`src/rtl/id_ex_stage.sv`:
```
// ---------------------------------------------------------------------------
// id_ex_stage
// ID/EX pipeline register for the five-stage RISC-V core.
//
// It captures the decoder control bits, operand data, immediate, register
// indices and funct bits, and presents them to EX one cycle later. It also
// contains the load-use hazard detector, which freezes PC and IF/ID through
// stall_o and inserts an all-zero bubble into EX. It handles branch flush and
// downstream hold, and keeps saturating bubble and flush event counters.
//
// Ports:
//   clk_i, rst_i          clock, synchronous active-high reset
//   *_i control bits      RegWrite/MemtoReg/MemRead/MemWrite/ALUSrc/Branch
//   ALUOp_i [1:0]         10 R, 00 I/load, 01 S, 11 SB
//   valid_i               ID holds a real instruction
//   rs1/rs2_data_i, imm_i operand data and sign-extended immediate
//   rs1/rs2/rd_addr_i     register indices
//   funct_i [9:0]         {funct7, funct3}
//   flush_i               squash the instruction entering EX
//   hold_i                downstream freeze request
//   *_o                   registered copies of the above, plus valid_o
//   stall_o               combinational freeze request to PC and IF/ID
//   bubble_cnt_o          saturating count of inserted bubbles
//   flush_cnt_o           saturating count of squashed valid instructions
// ---------------------------------------------------------------------------
module id_ex_stage #(
  parameter int XLEN  = 32,
  parameter int CNT_W = 16
) (
  input  logic             clk_i,
  input  logic             rst_i,
  input  logic             RegWrite_i,
  input  logic             MemtoReg_i,
  input  logic             MemRead_i,
  input  logic             MemWrite_i,
  input  logic             ALUSrc_i,
  input  logic             Branch_i,
  input  logic [1:0]       ALUOp_i,
  input  logic             valid_i,
  input  logic [XLEN-1:0]  rs1_data_i,
  input  logic [XLEN-1:0]  rs2_data_i,
  input  logic [XLEN-1:0]  imm_i,
  input  logic [4:0]       rs1_addr_i,
  input  logic [4:0]       rs2_addr_i,
  input  logic [4:0]       rd_addr_i,
  input  logic [9:0]       funct_i,
  input  logic             flush_i,
  input  logic             hold_i,
  output logic             RegWrite_o,
  output logic             MemtoReg_o,
  output logic             MemRead_o,
  output logic             MemWrite_o,
  output logic             ALUSrc_o,
  output logic             Branch_o,
  output logic [1:0]       ALUOp_o,
  output logic [XLEN-1:0]  rs1_data_o,
  output logic [XLEN-1:0]  rs2_data_o,
  output logic [XLEN-1:0]  imm_o,
  output logic [4:0]       rs1_addr_o,
  output logic [4:0]       rs2_addr_o,
  output logic [4:0]       rd_addr_o,
  output logic [9:0]       funct_o,
  output logic             valid_o,
  output logic             stall_o,
  output logic [CNT_W-1:0] bubble_cnt_o,
  output logic [CNT_W-1:0] flush_cnt_o
);

  localparam logic [CNT_W-1:0] CNT_MAX = {CNT_W{1'b1}};
  localparam logic [CNT_W-1:0] CNT_ONE = {{(CNT_W-1){1'b0}}, 1'b1};

  logic             r_RegWrite, r_MemtoReg, r_MemRead, r_MemWrite;
  logic             r_ALUSrc, r_Branch, r_valid;
  logic [1:0]       r_ALUOp;
  logic [XLEN-1:0]  r_rs1_data, r_rs2_data, r_imm;
  logic [4:0]       r_rs1_addr, r_rs2_addr, r_rd_addr;
  logic [9:0]       r_funct;
  logic [CNT_W-1:0] r_bubble_cnt, r_flush_cnt;

  logic w_rs2_used;
  logic w_hazard;
  logic w_clear;

  // Load-use detection: a valid load in EX writing a nonzero rd that the ID
  // instruction reads. rs2 is only a real source for R/SB types (ALUSrc=0)
  // and stores (rs2 supplies the store data even though ALUSrc=1).
  always_comb begin
    w_rs2_used = ~ALUSrc_i | MemWrite_i;
    w_hazard   = r_valid & r_MemRead & (r_rd_addr != 5'd0) & valid_i &
                 ((r_rd_addr == rs1_addr_i) |
                  (w_rs2_used & (r_rd_addr == rs2_addr_i)));
    // A flush redirects fetch, so the hazard must not freeze it.
    stall_o    = (w_hazard & ~flush_i) | hold_i;
    // Flush beats hold; hold beats a bubble.
    w_clear    = rst_i | flush_i | (~hold_i & w_hazard);
  end

  // Pipeline register: clear on reset/flush/bubble, keep on hold, else load.
  always_ff @(posedge clk_i) begin
    if (w_clear) begin
      r_RegWrite <= 1'b0;
      r_MemtoReg <= 1'b0;
      r_MemRead  <= 1'b0;
      r_MemWrite <= 1'b0;
      r_ALUSrc   <= 1'b0;
      r_Branch   <= 1'b0;
      r_ALUOp    <= 2'b00;
      r_rs1_data <= {XLEN{1'b0}};
      r_rs2_data <= {XLEN{1'b0}};
      r_imm      <= {XLEN{1'b0}};
      r_rs1_addr <= 5'd0;
      r_rs2_addr <= 5'd0;
      r_rd_addr  <= 5'd0;
      r_funct    <= 10'd0;
      r_valid    <= 1'b0;
    end else if (!hold_i) begin
      r_RegWrite <= RegWrite_i;
      r_MemtoReg <= MemtoReg_i;
      r_MemRead  <= MemRead_i;
      r_MemWrite <= MemWrite_i;
      r_ALUSrc   <= ALUSrc_i;
      r_Branch   <= Branch_i;
      r_ALUOp    <= ALUOp_i;
      r_rs1_data <= rs1_data_i;
      r_rs2_data <= rs2_data_i;
      r_imm      <= imm_i;
      r_rs1_addr <= rs1_addr_i;
      r_rs2_addr <= rs2_addr_i;
      r_rd_addr  <= rd_addr_i;
      r_funct    <= funct_i;
      r_valid    <= valid_i;
    end
  end

  // Saturating event counters; a bubble counts only when neither a flush
  // nor a hold takes precedence, a flush only when it squashes a real one.
  always_ff @(posedge clk_i) begin
    if (rst_i) begin
      r_bubble_cnt <= {CNT_W{1'b0}};
      r_flush_cnt  <= {CNT_W{1'b0}};
    end else if (flush_i) begin
      if (valid_i && (r_flush_cnt != CNT_MAX)) begin
        r_flush_cnt <= r_flush_cnt + CNT_ONE;
      end
    end else if (!hold_i && w_hazard) begin
      if (r_bubble_cnt != CNT_MAX) begin
        r_bubble_cnt <= r_bubble_cnt + CNT_ONE;
      end
    end
  end

  assign RegWrite_o   = r_RegWrite;
  assign MemtoReg_o   = r_MemtoReg;
  assign MemRead_o    = r_MemRead;
  assign MemWrite_o   = r_MemWrite;
  assign ALUSrc_o     = r_ALUSrc;
  assign Branch_o     = r_Branch;
  assign ALUOp_o      = r_ALUOp;
  assign rs1_data_o   = r_rs1_data;
  assign rs2_data_o   = r_rs2_data;
  assign imm_o        = r_imm;
  assign rs1_addr_o   = r_rs1_addr;
  assign rs2_addr_o   = r_rs2_addr;
  assign rd_addr_o    = r_rd_addr;
  assign funct_o      = r_funct;
  assign valid_o      = r_valid;
  assign bubble_cnt_o = r_bubble_cnt;
  assign flush_cnt_o  = r_flush_cnt;

endmodule

```
`config.mk`:
```
export PLATFORM = sky130hd
export DESIGN_NAME = id_ex_stage
export DESIGN_NICKNAME = d
export VERILOG_FILES = /design/src/rtl/id_ex_stage.sv
export SDC_FILE = /design/constraint.sdc
export NUM_CORES = 1
export LEC_CHECK = 0
export CAP_MARGIN = 20
export CORE_ASPECT_RATIO = 2
export CORE_UTILIZATION = 30
export CTS_BUF_LIST = sky130_fd_sc_hd__clkbuf_8
export DETAILED_ROUTE_END_ITERATION = 7
export PLACE_DENSITY = 0.64
export SETUP_SLACK_MARGIN = 0.15
export SLEW_MARGIN = 20
export SYNTH_ARGS = -nofsm -noshare
export SYNTH_HDL_FRONTEND = slang
export SYNTH_SLANG_ARGS = --single-unit
```
`constraint.sdc`:
```
create_clock -name clk_i -period 2 [get_ports clk_i]
set_input_delay 0.5 -clock clk_i [delete_from_list [all_inputs] [get_ports clk_i]]
set_output_delay 0.5 -clock clk_i [all_outputs]
set_load 0.005 [all_outputs]
```
==> results.toml <==
[run_status]
status = "finished with violations"
violations = "negative setup slack"

[detailed_routing]
viasPerCell = 4.65
firstDrtPassIters = 4
routedWlPerCell_um = 16.3
met3_length_um = 1010
top_layer_used = "met5"
met2WireLength_um = 12200
drc = 0
totalWireLength_um = 21700
drtIter0Drc = 90
postRouteAntennaNets = 0
met1_length_um = 7670
dr_total_vias = 6208

[power]
p_leak_nw = 5.82
p_per_area_mw_per_mm2 = 553
ir_drop_v = 0.000529

[sta]
tightest_slew_ns = 0.850
rsz0062_at_grt = "true"
finalHoldViolations = 0
fin_crit_ns = 2.40
drv_slew = 0
fin_crit_sh_pct = 120
fmax_mhz = 417
fin_worst_skew_ns = 0.0134
setup_violations = 140
setup_ws_ns = -0.399
slew_headroom_pct = 43.3
fin_tns_setup_ns = -28.05

[global_routing]
grt_pass1_wl_um = 33300
antenna_found_initial = 3
grt_pass1_vias = 6330
gr-usage-all-layers_pct = 19.8
grt_overflow = 0
grt_max_degree = 50

[placed_design]
portBuffers = 296
gp_congestion = 0.793
place_ws_ns = -0.966
place_area_mm2 = 0.0102
dp_cells = 1236
dp.final_hpwl_um = 14800

[final_layout]
layout-drive-gt1-share_pct = 35.7
synthToLayoutAreaGrowth_pct = 89.6
multi_input_area_mm2 = 0.00359
final_core_util_pct = 58.1
final_nets = 1187
layoutNonFillerInstCount = 1334
stdcell_area_mm2 = 0.0122
num-fill-cells = 1846
final-seq-area_mm2 = 0.00335

[clocking]
cts_tree = "done"
clock_sinks = 162
cts_max_level = 4
ctsRootBufferMaster = "clkbuf_8"
cts_made_buffers = 17
clk_path_buf_depth = 2
cts.clk_slew.worst_paths_ns = 0.08
ctsHoldBuffers = 0
clkLatencyLatePin_ns = 0.47

[critical_path]
cpMaxStageDelayCell = "clkdlybuf4s50_1"
startpoint = "rs1_addr_i[1]"
max_stage_delay_ns = 0.55
crit_chain = "clkdlybuf4s50_1 -> xor2_2 -> nor2_1 -> a22oi_2 -> nor2_4 -> a31o_4 -> buf_6"
reg2reg_to = "imm_o[18]"
worstSetupEndpointType = "output port"
path_class = "in -> out"
startpoint_type = "input pin"
r2r-start = "rd_addr_o[2]"
r2r_cells = 13
ff2ff_setup_slack_ns = -0.26
cp.arrival_ns = 1.90
required_ns = 1.50
crit_fanout = 2
crit_path_end = "stall_o"

[yosys]
synth_top_area_share_pct = 50.3
synth-edff-count = 0
syn_area_per_cell_um2 = 9.99
syn_inst = 645
yosysWarnings = 0
synth.area.top_cells = "dfxtp_1 50%, mux2i_1 20%, nor2_1 9.1%"
synth_nets = 781
ys_seq_elements = 162
synthFlopType = "dfxtp_1"
ys_async_sr_fraction_pct = 0
ys_seq_area_share_pct = 50.3
syn-cell-area_mm2 = 0.00644
synth_largest_area_cell = "dfxtp_1"
synth_cell_types = 45

[floorplanning]
die_h_um = 209
design.portCount = 297
row_count = 75
initial_core_util_pct = 30.7
coreArea_mm2 = 0.0210
design.die.area_mm2 = 0.0221
die_w_um = 106

[run]
maxCapViolCount = 0

[worst_hold_path]
hold_path_class = "in -> reg"
through the flow:
stage / power, mW / hold slack [ns]
global placement: 4.35 / 0.472
floorplan: 3.78 / 0.471
CTS: 6.78 / 0.448
detailed placement: 4.36 / 0.484
global route: 7.06 / 0.419
finish: 6.76 / 0.432
placed cells by master (no fill, tap or decap), types with 5 or more instances in the layout:
cell and instances:
nand2_1 11, mux2_4 6, clkbuf_8 18, nor2_1 54, a21oi_2 7, dlygate4sd2_1 150, buf_16 18, nand3_1 11
dfxtp_4 10, mux2i_1 130, buf_4 61, or4_4 7, dfxtp_1 99, xor2_1 6, inv_1 15, o31ai_1 6
xor2_2 8, nor2_4 12, buf_12 25, nand4_1 8, dfxtp_2 53, xnor2_1 5, dlymetal6s2s_1 11, nor2b_1 8
clkdlybuf4s50_1 132, buf_6 23, nor2_2 90
worst min path at each step:
stage	startpoint	end	slack, ns	depth (start not counted)
after floorplan	flush_cnt_o[14]	flush_cnt_o[14]	0.47	2
after global placement	RegWrite_o	RegWrite_o	0.47	2
after detailed placement	Branch_o	Branch_o	0.48	2
after CTS	rs2_addr_i[4]	rs2_addr_o[4]	0.45	3
after global routing	rs2_addr_i[3]	rs2_addr_o[3]	0.42	3
final	rs2_addr_i[3]	rs2_addr_o[3]	0.43	3
cell usage after synthesis (2+ instances only):
cell,count
nor2b_1,8
mux2i_1,130
xor2_1,14
nor4_1,8
nor2_1,156
mux2_2,7
clkbuf_1,22
ha_1,2
a31oi_1,3
xnor2_1,5
nand3_1,12
and4_1,4
o41ai_1,3
nand4_1,8
buf_4,13
a21oi_1,11
or3_1,2
nand2b_1,2
o211ai_1,2
nand2_1,11
buf_2,2
o21ai_0,4
inv_1,11
or4_1,8
o31ai_1,7
o31a_1,2
o2111ai_1,2
nor3_1,8
dfxtp_1,162
timing repair:
item	CTS	global route
cloned	18	0
pin swaps	39	16
setup buffers	38	9
hold endpoints to repair	0	0
gates resized for setup	331	121
setup endpoints to repair	315	156
logic make-up (layout without fill, tap and decap cells):
| logic type | Yosys count | count (layout) | synth area share [%] |
|---|---|---|---|
| DFF | 162 | 162 | 50.3 |
| adders and majority gates | 2 | 2 | 0.388 |
| and+or+nand+nor | 234 | 234 | 16.7 |
| buffers and inverters | 49 | 467 | 3.77 |
| AOI/OAI and AO/OA | 42 | 42 | 4.87 |
| xor gates and xnor gates | 19 | 19 | 2.58 |
| muxes | 137 | 137 | 21.4 |
| other | 0 | 2 | 0 |
worst max-delay path: cells and delay by family:
kind | cells | cell delay [ns]
buf+inv | 2 | 0.66
xor+xnor | 1 | 0.18
compound gates | 2 | 0.42
simple gates | 2 | 0.13
sequential cells by signal, summed over array words and instances, names as in the netlist:
signal / count
imm_o: 32
rs1_data_o: 32
rs2_data_o: 32
bubble_cnt_o: 16
flush_cnt_o: 16
funct_o: 10
rd_addr_o: 5
rs1_addr_o: 5
rs2_addr_o: 5
ALUOp_o: 2
ALUSrc_o: 1
Branch_o: 1
MemRead_o: 1
MemWrite_o: 1
MemtoReg_o: 1
RegWrite_o: 1
valid_o: 1
metal layers:
metal | vias up | GRT usage (%)
li1 | 3033 | -
met1 | 2955 | 19.1
met2 | 173 | 37.4
met3 | 45 | 4.75
met4 | 2 | 11.4
met5 | - | 0
power breakdown:
| group | leakage (nW) | internal [mW] | switching, mW | total, mW |
|---|---|---|---|---|
| Sequential | 1.35 | 3.30 | 0.0466 | 3.35 |
| Combinational | 4.29 | 0.749 | 0.462 | 1.21 |
| Clock | 0.185 | 0.985 | 1.21 | 2.19 |
layout make-up:
type | instances | area share (%)
timing repair buffer | 425 | 37.2
tap | 269 | 2.76
inverter | 11 | 0.338
clock inverter | 13 | 0.819
sequential | 162 | 27.4
antenna | 2 | 0.0410
multi-input combinational | 434 | 29.4
clock buffer | 18 | 2.03
(Power assumes the default switching activity.)
